### src/rtl/pipe_hazard_ctrl_pkg.sv
// cpu_ctrl_pkg: shared state encoding and constants for the pipeline hazard controller
package cpu_ctrl_pkg;
  typedef enum logic [1:0] {RUN = 2'd0, FLUSH = 2'd1, MULT = 2'd2} hz_state_t;
  localparam logic [4:0] XZR = 5'd31;
endpackage

### src/rtl/pipe_hazard_ctrl_if.sv
// pipe_hazard_ctrl_if: ID/EX hazard inputs and pipeline control outputs
interface pipe_hazard_ctrl_if #(parameter int CNT_W = 16);
  logic [4:0] id_ra, id_rb, ex_rw;
  logic id_uses_ra, id_uses_rb, ex_regwrite, ex_memread, ex_is_mult, ex_br_taken;
  logic pc_write_en, pc_sel_br, ifid_write_en, ifid_flush, idex_hold, idex_bubble, exmem_bubble;
  logic [1:0] state_o;
  logic [CNT_W-1:0] stall_cycles, flush_events;
  modport master (
    output id_ra, id_rb, ex_rw, id_uses_ra, id_uses_rb, ex_regwrite, ex_memread, ex_is_mult, ex_br_taken,
    input pc_write_en, pc_sel_br, ifid_write_en, ifid_flush, idex_hold, idex_bubble, exmem_bubble,
    input state_o, stall_cycles, flush_events
  );
  modport slave (
    input id_ra, id_rb, ex_rw, id_uses_ra, id_uses_rb, ex_regwrite, ex_memread, ex_is_mult, ex_br_taken,
    output pc_write_en, pc_sel_br, ifid_write_en, ifid_flush, idex_hold, idex_bubble, exmem_bubble,
    output state_o, stall_cycles, flush_events
  );
endinterface

### src/rtl/pipe_hazard_ctrl_sat_counter.sv
// sat_counter: counter that sticks at all-ones instead of wrapping
module sat_counter #(parameter int W = 16) (
  input  logic         clk,
  input  logic         reset,
  input  logic         inc,
  output logic [W-1:0] count
);
  always_ff @(posedge clk)
    if (reset) count <= '0;
    else if (inc && !(&count)) count <= count + 1'b1;
endmodule

### src/rtl/pipe_hazard_ctrl.sv
// pipe_hazard_ctrl: stall/flush sequencer for load-use, taken branches and multi-cycle multiply
module pipe_hazard_ctrl import cpu_ctrl_pkg::*; #(
  parameter int MULT_LATENCY = 4,
  parameter int FLUSH_DEPTH  = 1,
  parameter int CNT_W        = 16
) (
  input logic clk,
  input logic reset,
  pipe_hazard_ctrl_if.slave bus
);
  hz_state_t state, state_n;
  logic [3:0] cnt, cnt_n;
  logic load_use;
  assign load_use = bus.ex_memread & bus.ex_regwrite & (bus.ex_rw != XZR) &
                    ((bus.id_uses_ra & (bus.id_ra == bus.ex_rw)) | (bus.id_uses_rb & (bus.id_rb == bus.ex_rw)));
  assign bus.state_o = state;
  always_ff @(posedge clk)
    if (reset) begin
      state <= RUN;
      cnt   <= '0;
    end else begin
      state <= state_n;
      cnt   <= cnt_n;
    end
  always_comb begin
    bus.pc_write_en   = 1'b1;
    bus.pc_sel_br     = 1'b0;
    bus.ifid_write_en = 1'b1;
    bus.ifid_flush    = 1'b0;
    bus.idex_hold     = 1'b0;
    bus.idex_bubble   = 1'b0;
    bus.exmem_bubble  = 1'b0;
    state_n = state;
    cnt_n   = cnt;
    if (reset) begin
      bus.pc_write_en   = 1'b0;
      bus.ifid_write_en = 1'b0;
      bus.ifid_flush    = 1'b1;
      bus.idex_bubble   = 1'b1;
      bus.exmem_bubble  = 1'b1;
      state_n = RUN;
      cnt_n   = '0;
    end else begin
      case (state)
        RUN:
          if (bus.ex_br_taken) begin
            bus.pc_sel_br   = 1'b1;
            bus.ifid_flush  = 1'b1;
            bus.idex_bubble = 1'b1;
            if (FLUSH_DEPTH > 1) begin
              state_n = FLUSH;
              cnt_n   = 4'(FLUSH_DEPTH - 2);
            end
          end else if (bus.ex_is_mult && MULT_LATENCY > 1) begin
            bus.pc_write_en   = 1'b0;
            bus.ifid_write_en = 1'b0;
            bus.idex_hold     = 1'b1;
            bus.exmem_bubble  = 1'b1;
            state_n = MULT;
            cnt_n   = 4'(MULT_LATENCY - 2);
          end else if (load_use) begin
            bus.pc_write_en   = 1'b0;
            bus.ifid_write_en = 1'b0;
            bus.idex_bubble   = 1'b1;
          end
        FLUSH: begin
          bus.ifid_flush  = 1'b1;
          bus.idex_bubble = 1'b1;
          state_n = (cnt == 4'd0) ? RUN : FLUSH;
          cnt_n   = (cnt == 4'd0) ? cnt : cnt - 4'd1;
        end
        MULT:
          if (cnt != 4'd0) begin
            bus.pc_write_en   = 1'b0;
            bus.ifid_write_en = 1'b0;
            bus.idex_hold     = 1'b1;
            bus.exmem_bubble  = 1'b1;
            cnt_n = cnt - 4'd1;
          end else state_n = RUN;
        default: state_n = RUN;
      endcase
    end
  end
  sat_counter #(.W(CNT_W)) u_stall (
    .clk(clk), .reset(reset), .inc(!reset && !bus.pc_write_en), .count(bus.stall_cycles)
  );
  sat_counter #(.W(CNT_W)) u_flush (
    .clk(clk), .reset(reset), .inc(!reset && state == RUN && bus.ex_br_taken), .count(bus.flush_events)
  );
endmodule

### src/flat_wrapper.sv
// flat-port wrapper written by rule: the top's interface ports become plain ports
module pipe_hazard_ctrl_flat import cpu_ctrl_pkg::*;
#(
  parameter int MULT_LATENCY = 4,
  parameter int FLUSH_DEPTH  = 1,
  parameter int CNT_W        = 16
)
  (clk, reset, bus_id_ra, bus_id_rb, bus_ex_rw, bus_id_uses_ra, bus_id_uses_rb, bus_ex_regwrite, bus_ex_memread, bus_ex_is_mult, bus_ex_br_taken, bus_pc_write_en, bus_pc_sel_br, bus_ifid_write_en, bus_ifid_flush, bus_idex_hold, bus_idex_bubble, bus_exmem_bubble, bus_state_o, bus_stall_cycles, bus_flush_events);
  pipe_hazard_ctrl_if #(.CNT_W(CNT_W)) bus_i ();
  input logic clk;
  input logic reset;
  input wire logic [$bits(bus_i.id_ra)-1:0] bus_id_ra;
  input wire logic [$bits(bus_i.id_rb)-1:0] bus_id_rb;
  input wire logic [$bits(bus_i.ex_rw)-1:0] bus_ex_rw;
  input wire logic [$bits(bus_i.id_uses_ra)-1:0] bus_id_uses_ra;
  input wire logic [$bits(bus_i.id_uses_rb)-1:0] bus_id_uses_rb;
  input wire logic [$bits(bus_i.ex_regwrite)-1:0] bus_ex_regwrite;
  input wire logic [$bits(bus_i.ex_memread)-1:0] bus_ex_memread;
  input wire logic [$bits(bus_i.ex_is_mult)-1:0] bus_ex_is_mult;
  input wire logic [$bits(bus_i.ex_br_taken)-1:0] bus_ex_br_taken;
  output wire logic [$bits(bus_i.pc_write_en)-1:0] bus_pc_write_en;
  output wire logic [$bits(bus_i.pc_sel_br)-1:0] bus_pc_sel_br;
  output wire logic [$bits(bus_i.ifid_write_en)-1:0] bus_ifid_write_en;
  output wire logic [$bits(bus_i.ifid_flush)-1:0] bus_ifid_flush;
  output wire logic [$bits(bus_i.idex_hold)-1:0] bus_idex_hold;
  output wire logic [$bits(bus_i.idex_bubble)-1:0] bus_idex_bubble;
  output wire logic [$bits(bus_i.exmem_bubble)-1:0] bus_exmem_bubble;
  output wire logic [$bits(bus_i.state_o)-1:0] bus_state_o;
  output wire logic [$bits(bus_i.stall_cycles)-1:0] bus_stall_cycles;
  output wire logic [$bits(bus_i.flush_events)-1:0] bus_flush_events;
  assign bus_i.id_ra = bus_id_ra;
  assign bus_i.id_rb = bus_id_rb;
  assign bus_i.ex_rw = bus_ex_rw;
  assign bus_i.id_uses_ra = bus_id_uses_ra;
  assign bus_i.id_uses_rb = bus_id_uses_rb;
  assign bus_i.ex_regwrite = bus_ex_regwrite;
  assign bus_i.ex_memread = bus_ex_memread;
  assign bus_i.ex_is_mult = bus_ex_is_mult;
  assign bus_i.ex_br_taken = bus_ex_br_taken;
  assign bus_pc_write_en = bus_i.pc_write_en;
  assign bus_pc_sel_br = bus_i.pc_sel_br;
  assign bus_ifid_write_en = bus_i.ifid_write_en;
  assign bus_ifid_flush = bus_i.ifid_flush;
  assign bus_idex_hold = bus_i.idex_hold;
  assign bus_idex_bubble = bus_i.idex_bubble;
  assign bus_exmem_bubble = bus_i.exmem_bubble;
  assign bus_state_o = bus_i.state_o;
  assign bus_stall_cycles = bus_i.stall_cycles;
  assign bus_flush_events = bus_i.flush_events;
  pipe_hazard_ctrl #(.MULT_LATENCY(MULT_LATENCY), .FLUSH_DEPTH(FLUSH_DEPTH), .CNT_W(CNT_W)) u_core (.clk(clk), .reset(reset), .bus(bus_i));
endmodule
### config.mk
export PLATFORM = sky130hd
export DESIGN_NAME = pipe_hazard_ctrl_flat
export DESIGN_NICKNAME = d
export VERILOG_FILES = /design/src/rtl/pipe_hazard_ctrl_pkg.sv /design/src/rtl/pipe_hazard_ctrl_if.sv /design/src/rtl/pipe_hazard_ctrl_sat_counter.sv /design/src/rtl/pipe_hazard_ctrl.sv /design/src/flat_wrapper.sv
export SDC_FILE = /design/constraint.sdc
export NUM_CORES = 1
export LEC_CHECK = 0
export CAP_MARGIN = 20
export CELL_PAD_IN_SITES_DETAIL_PLACEMENT = 1
export CELL_PAD_IN_SITES_GLOBAL_PLACEMENT = 1
export CORE_MARGIN = 10
export CORE_UTILIZATION = 31
export CTS_CLUSTER_DIAMETER = 200
export DETAILED_ROUTE_END_ITERATION = 6
export GPL_ROUTABILITY_DRIVEN = 0
export PLACE_DENSITY = 0.76
export RECOVER_POWER = 100
export SETUP_SLACK_MARGIN = 0.02
export SYNTH_ARGS = -nofsm -noshare
export SYNTH_HDL_FRONTEND = slang
export SYNTH_SLANG_ARGS = --single-unit
### constraint.sdc
create_clock -name clk -period 2.5 [get_ports clk]
set_input_delay 0.75 -clock clk [delete_from_list [all_inputs] [get_ports clk]]
set_output_delay 0.75 -clock clk [all_outputs]
set_load 0.05 [all_outputs]
==> metrics.txt <==
# TYPE chip_impl_metric gauge
chip_impl_metric{name="setup_tns",unit="ns"} -0.241
chip_impl_metric{name="postSynthRegisterBits",unit=""} 38
chip_impl_metric{name="core",unit="µm²"} 6830
chip_impl_metric{name="total_leakage_power",unit="nW"} 1.28
chip_impl_info{name="worst_setup_path_start_kind",value="register"} 1
chip_impl_metric{name="finalHoldViolations",unit=""} 0
chip_impl_metric{name="grt_pass1_wl",unit="µm"} 11400
chip_impl_info{name="ys_top_cells_by_area",value="sky130_fd_sc_hd__dfxtp_1 (35%), sky130_fd_sc_hd__nor2_1 (7.0%), sky130_fd_sc_hd__xnor2_1 (6.4%), sky130_fd_sc_hd__mux2_2 (4.6%), sky130_fd_sc_hd__nand2_1 (4.1%)"} 1
chip_impl_metric{name="cts.sink_count",unit=""} 38
chip_impl_metric{name="final_cell_area",unit="µm²"} 3450
chip_impl_info{name="cts_tree",value="yes"} 1
chip_impl_metric{name="worst_path_max_fanout",unit=""} 3
chip_impl_metric{name="final.setup_skew",unit="ns"} 0.00373
chip_impl_metric{name="mappedNetlistNets",unit=""} 299
chip_impl_metric{name="clock_buffers_created_by_tritoncts",unit=""} 5
chip_impl_metric{name="antenna_found_initial",unit=""} 0
chip_impl_metric{name="placed_instance_area",unit="µm²"} 3120
chip_impl_metric{name="tightestPinTransition",unit="ns"} 0.511
chip_impl_metric{name="postRouteWirelength",unit="µm"} 7170
chip_impl_metric{name="area_growth",unit="%"} 56.8
chip_impl_metric{name="post-route-worst-setup-slack",unit="ns"} -0.0794
chip_impl_info{name="crit_type",value="register to primary output"} 1
chip_impl_metric{name="whs",unit="ns"} 0.531
chip_impl_info{name="synthDominantAreaCellType",value="sky130_fd_sc_hd__dfxtp_1"} 1
chip_impl_metric{name="ys_types",unit=""} 46
chip_impl_info{name="worst_path_max_delay_cell",value="sky130_fd_sc_hd__a211o_4"} 1
chip_impl_metric{name="route.detailed.wl_per_inst",unit="µm"} 15.8
chip_impl_metric{name="fmaxAchievable",unit="MHz"} 388
chip_impl_metric{name="top_cell_type_s_share_of_synthesized_area",unit="%"} 34.6
chip_impl_metric{name="boundaryPins",unit=""} 64
chip_impl_metric{name="drive_above_1_share",unit="%"} 29.3
chip_impl_info{name="setup_repair_after_global_routing_missed_its_margin",value="yes"} 1
chip_impl_info{name="clk_root_buffer_cell",value="sky130_fd_sc_hd__clkbuf_8"} 1
chip_impl_metric{name="synth-warning-count",unit=""} 0
chip_impl_metric{name="antenna_cells",unit=""} 0
chip_impl_metric{name="clkSlewWorstSetupHoldPaths",unit="ns"} 0.08
chip_impl_info{name="cpMostUsedCell",value="sky130_fd_sc_hd__nor2_4"} 1
chip_impl_metric{name="slew_headroom",unit="%"} 65.8
chip_impl_metric{name="power_per_cell_area",unit="nW/µm²"} 413
chip_impl_metric{name="cap_violations",unit=""} 0
chip_impl_metric{name="postRouteAntennaNets",unit=""} 0
chip_impl_metric{name="finalSetupViolCount",unit=""} 5
chip_impl_info{name="critical_path.endpoint_type",value="primary output"} 1
chip_impl_metric{name="fp-row-count",unit=""} 30
chip_impl_metric{name="synthesized_cell_area",unit="µm²"} 2200
chip_impl_metric{name="final_min_period_over_clock_period",unit="%"} 103
chip_impl_metric{name="starting_density_of_the_core",unit="%"} 32.2
chip_impl_metric{name="worst_ep_arrival",unit="ns"} 1.83
chip_impl_metric{name="final.min_clock_period",unit="ns"} 2.58
chip_impl_metric{name="place.detailed.instances",unit=""} 435
chip_impl_metric{name="detailed_place_hpwl",unit="µm"} 5220
chip_impl_metric{name="proportion_of_synthesized_chip_area_in_sequential_cells",unit="%"} 34.6
chip_impl_metric{name="required",unit="ns"} 1.75
chip_impl_info{name="violations",value="setup timing"} 1
chip_impl_metric{name="irDropWorstVdd",unit="mV"} 0.234
chip_impl_metric{name="drt-vias-per-instance",unit=""} 4.96
chip_impl_info{name="worst_hold_path_type",value="register to register"} 1
chip_impl_metric{name="number_of_nets_in_the_layout",unit=""} 387
chip_impl_metric{name="overflow",unit=""} 0
chip_impl_metric{name="die_x",unit="µm"} 104
chip_impl_metric{name="syn_avg_cell_area",unit="µm²"} 8.15
chip_impl_metric{name="synth_edf_count",unit=""} 0
chip_impl_metric{name="htree_num_levels",unit=""} 2
chip_impl_metric{name="vias",unit=""} 2251
chip_impl_metric{name="grt_pass1_vias",unit=""} 2351
chip_impl_metric{name="stdcell_count",unit=""} 454
chip_impl_metric{name="dieHeight",unit="µm"} 104
chip_impl_metric{name="dr.first_iter.drc_count",unit=""} 44
chip_impl_metric{name="die_area",unit="µm²"} 10900
chip_impl_metric{name="drcViolationCount",unit=""} 0
chip_impl_info{name="path_cells",value="inv_2 -> ha_4 -> nor3b_4 -> buf_4 -> a211o_4 -> nor2_4 -> nor2_4 -> buf_12"} 1
chip_impl_metric{name="synthesis.instances",unit=""} 270
chip_impl_metric{name="clockBufferDepth",unit=""} 2
chip_impl_metric{name="timing_max_transition_violations_final",unit=""} 0
chip_impl_metric{name="grt_max_degree",unit=""} 45
chip_impl_info{name="run_status",value="complete, but fails checks"} 1
chip_impl_metric{name="number_of_hold_buffers_added_after_cts",unit=""} 0
chip_impl_metric{name="drt_first_pass_iters",unit=""} 4
chip_impl_metric{name="clock_insertion_delay_worst_skew",unit="ns"} 0.29
chip_impl_metric{name="global_routing_usage_summed_across_all_routing_layers",unit="%"} 12.3
chip_impl_info{name="post_synth_top_flop",value="sky130_fd_sc_hd__dfxtp_1"} 1
chip_impl_metric{name="port_buffers",unit=""} 63
chip_impl_metric{name="asyncSetResetFlopFracSynth",unit="%"} 0
chip_impl_metric{name="critical_path_s_largest_stage_delay",unit="ns"} 0.36
chip_impl_metric{name="fillers",unit=""} 815
[critical path, delay by kind of cell, from the launching register on]
kind,cells,cell delay [ns]
AO/OA/AOI/OAI,1,0.36
adder cells (fa/ha/maj),1,0.15
buffers and inverters,3,0.33
flip-flops,1,0.35
AND/OR/NAND/NOR,3,0.34
[report_power, final]
group	total [mW]	switching (mW)	internal (mW)
combinational	0.389	0.197	0.193
clock	0.407	0.219	0.187
sequential	0.628	0.0132	0.615
[layout by cell type, fill, tap and decap left out, types with 3 or more instances in the layout]
cell type                         instances
sky130_fd_sc_hd__nor3_1                   5
sky130_fd_sc_hd__o31ai_1                  5
sky130_fd_sc_hd__buf_4                   29
sky130_fd_sc_hd__nand2_1                 22
sky130_fd_sc_hd__or3_1                    4
sky130_fd_sc_hd__nor2b_1                  9
sky130_fd_sc_hd__dlygate4sd2_1            4
sky130_fd_sc_hd__xnor2_1                  9
sky130_fd_sc_hd__dfxtp_1                 34
sky130_fd_sc_hd__inv_1                    4
sky130_fd_sc_hd__xor2_1                   8
sky130_fd_sc_hd__nand3_1                 12
sky130_fd_sc_hd__inv_2                    4
sky130_fd_sc_hd__buf_12                   7
sky130_fd_sc_hd__o21ai_0                  3
sky130_fd_sc_hd__buf_2                    5
sky130_fd_sc_hd__nor4_1                   6
sky130_fd_sc_hd__ha_1                     3
sky130_fd_sc_hd__clkbuf_8                 5
sky130_fd_sc_hd__nor2_1                  39
sky130_fd_sc_hd__clkdlybuf4s50_1         34
sky130_fd_sc_hd__nand4_1                  8
sky130_fd_sc_hd__xnor2_2                  5
sky130_fd_sc_hd__buf_6                    8
sky130_fd_sc_hd__and3_1                   4
sky130_fd_sc_hd__dfxtp_2                  3
sky130_fd_sc_hd__or4_1                    6
sky130_fd_sc_hd__a21oi_1                 12
sky130_fd_sc_hd__nand2_2                  3
sky130_fd_sc_hd__mux2_2                   9
[final cells by class]
type | count | area (µm²) | area share [%]
flip-flops and latches | 38 | 768 | 22.3
well taps | 96 | 120 | 3.48
multi-input cells | 213 | 1550 | 44.9
clock inverters | 2 | 10.0 | 0.290
inverters | 8 | 30.0 | 0.870
repair buffers | 92 | 903 | 26.2
clock buffers | 5 | 68.8 | 1.99
[flip-flops by register name (all words and copies together) (netlist names)]
signal                cells
u_core.bus.state_o        2
u_core.cnt                4
u_core.u_flush.count     16
u_core.u_stall.count     16
[logic make-up after synthesis]
family                   count (synthesis)  synth area share [%]
AND/OR/NAND/NOR                        139                  33.5
flip-flops                              38                  34.6
AO/OA/AOI/OAI                           33                  9.55
XOR/XNOR                                24                  9.55
buffers and inverters                   19                  3.92
multiplexers                            11                  5.51
adder cells (fa/ha/maj)                  6                  3.41
[per-stage QoR]
stage | power, mW | util (%) | setup slack, ns
final | 1.42 | 50.5 | -0.0794
after global routing | 1.50 | 50.5 | -0.175
after CTS | 1.41 | 48.7 | -0.0698
after detailed placement | 0.963 | 45.7 | -0.523
after global placement | 0.957 | 45.7 | -0.424
after floorplan | 0.828 | - | -0.264
[synth_stat cells, types with 3 or more instances]
master                      n
sky130_fd_sc_hd__mux2_2     9
sky130_fd_sc_hd__nand2_1   24
sky130_fd_sc_hd__o21ai_0    3
sky130_fd_sc_hd__nand3_1   12
sky130_fd_sc_hd__nor4_1     6
sky130_fd_sc_hd__xnor2_1   16
sky130_fd_sc_hd__clkbuf_1   8
sky130_fd_sc_hd__dfxtp_1   38
sky130_fd_sc_hd__or3_1      5
sky130_fd_sc_hd__or4_1      6
sky130_fd_sc_hd__and3_1     5
sky130_fd_sc_hd__inv_1      8
sky130_fd_sc_hd__a21oi_1   14
sky130_fd_sc_hd__nor2b_1    9
sky130_fd_sc_hd__nor2_1    41
sky130_fd_sc_hd__nand4_1    8
sky130_fd_sc_hd__xor2_1     8
sky130_fd_sc_hd__o31ai_1    5
sky130_fd_sc_hd__nor3_1     5
sky130_fd_sc_hd__ha_1       6
[per-layer routing]
layer	track usage, %	vias to the layer above	part of all wire (%)
li1	-	1121	-
met3	3.90	8	4.5
met4	3.08	0	1.1
met5	0	-	0
met2	21.7	36	52
met1	13.9	1086	43
[worst paths after layout]
path	start	endpoint	slack (ns)	cells after the start
max	u_core.cnt[1]$_SDFFE_PP0P_	bus_ifid_write_en	-0.08	8
min	u_core.u_stall.count[10]$_SDFFE_PP0P_	u_core.u_stall.count[10]$_SDFFE_PP0P_	0.53	2
max reg2reg	u_core.cnt[1]$_SDFFE_PP0P_	u_core.u_stall.count[8]$_SDFFE_PP0P_	0.13	9
min reg2reg	u_core.u_stall.count[10]$_SDFFE_PP0P_	u_core.u_stall.count[10]$_SDFFE_PP0P_	0.53	2
[timing repair]
item                                    in CTS  in global routing
endpoints found under the setup margin      21                  6
gates resized for setup                    100                 18
pin swaps                                   23                 14
cloned                                       0                  0
buffers inserted                             5                  7
(Power assumes the default switching activity.)
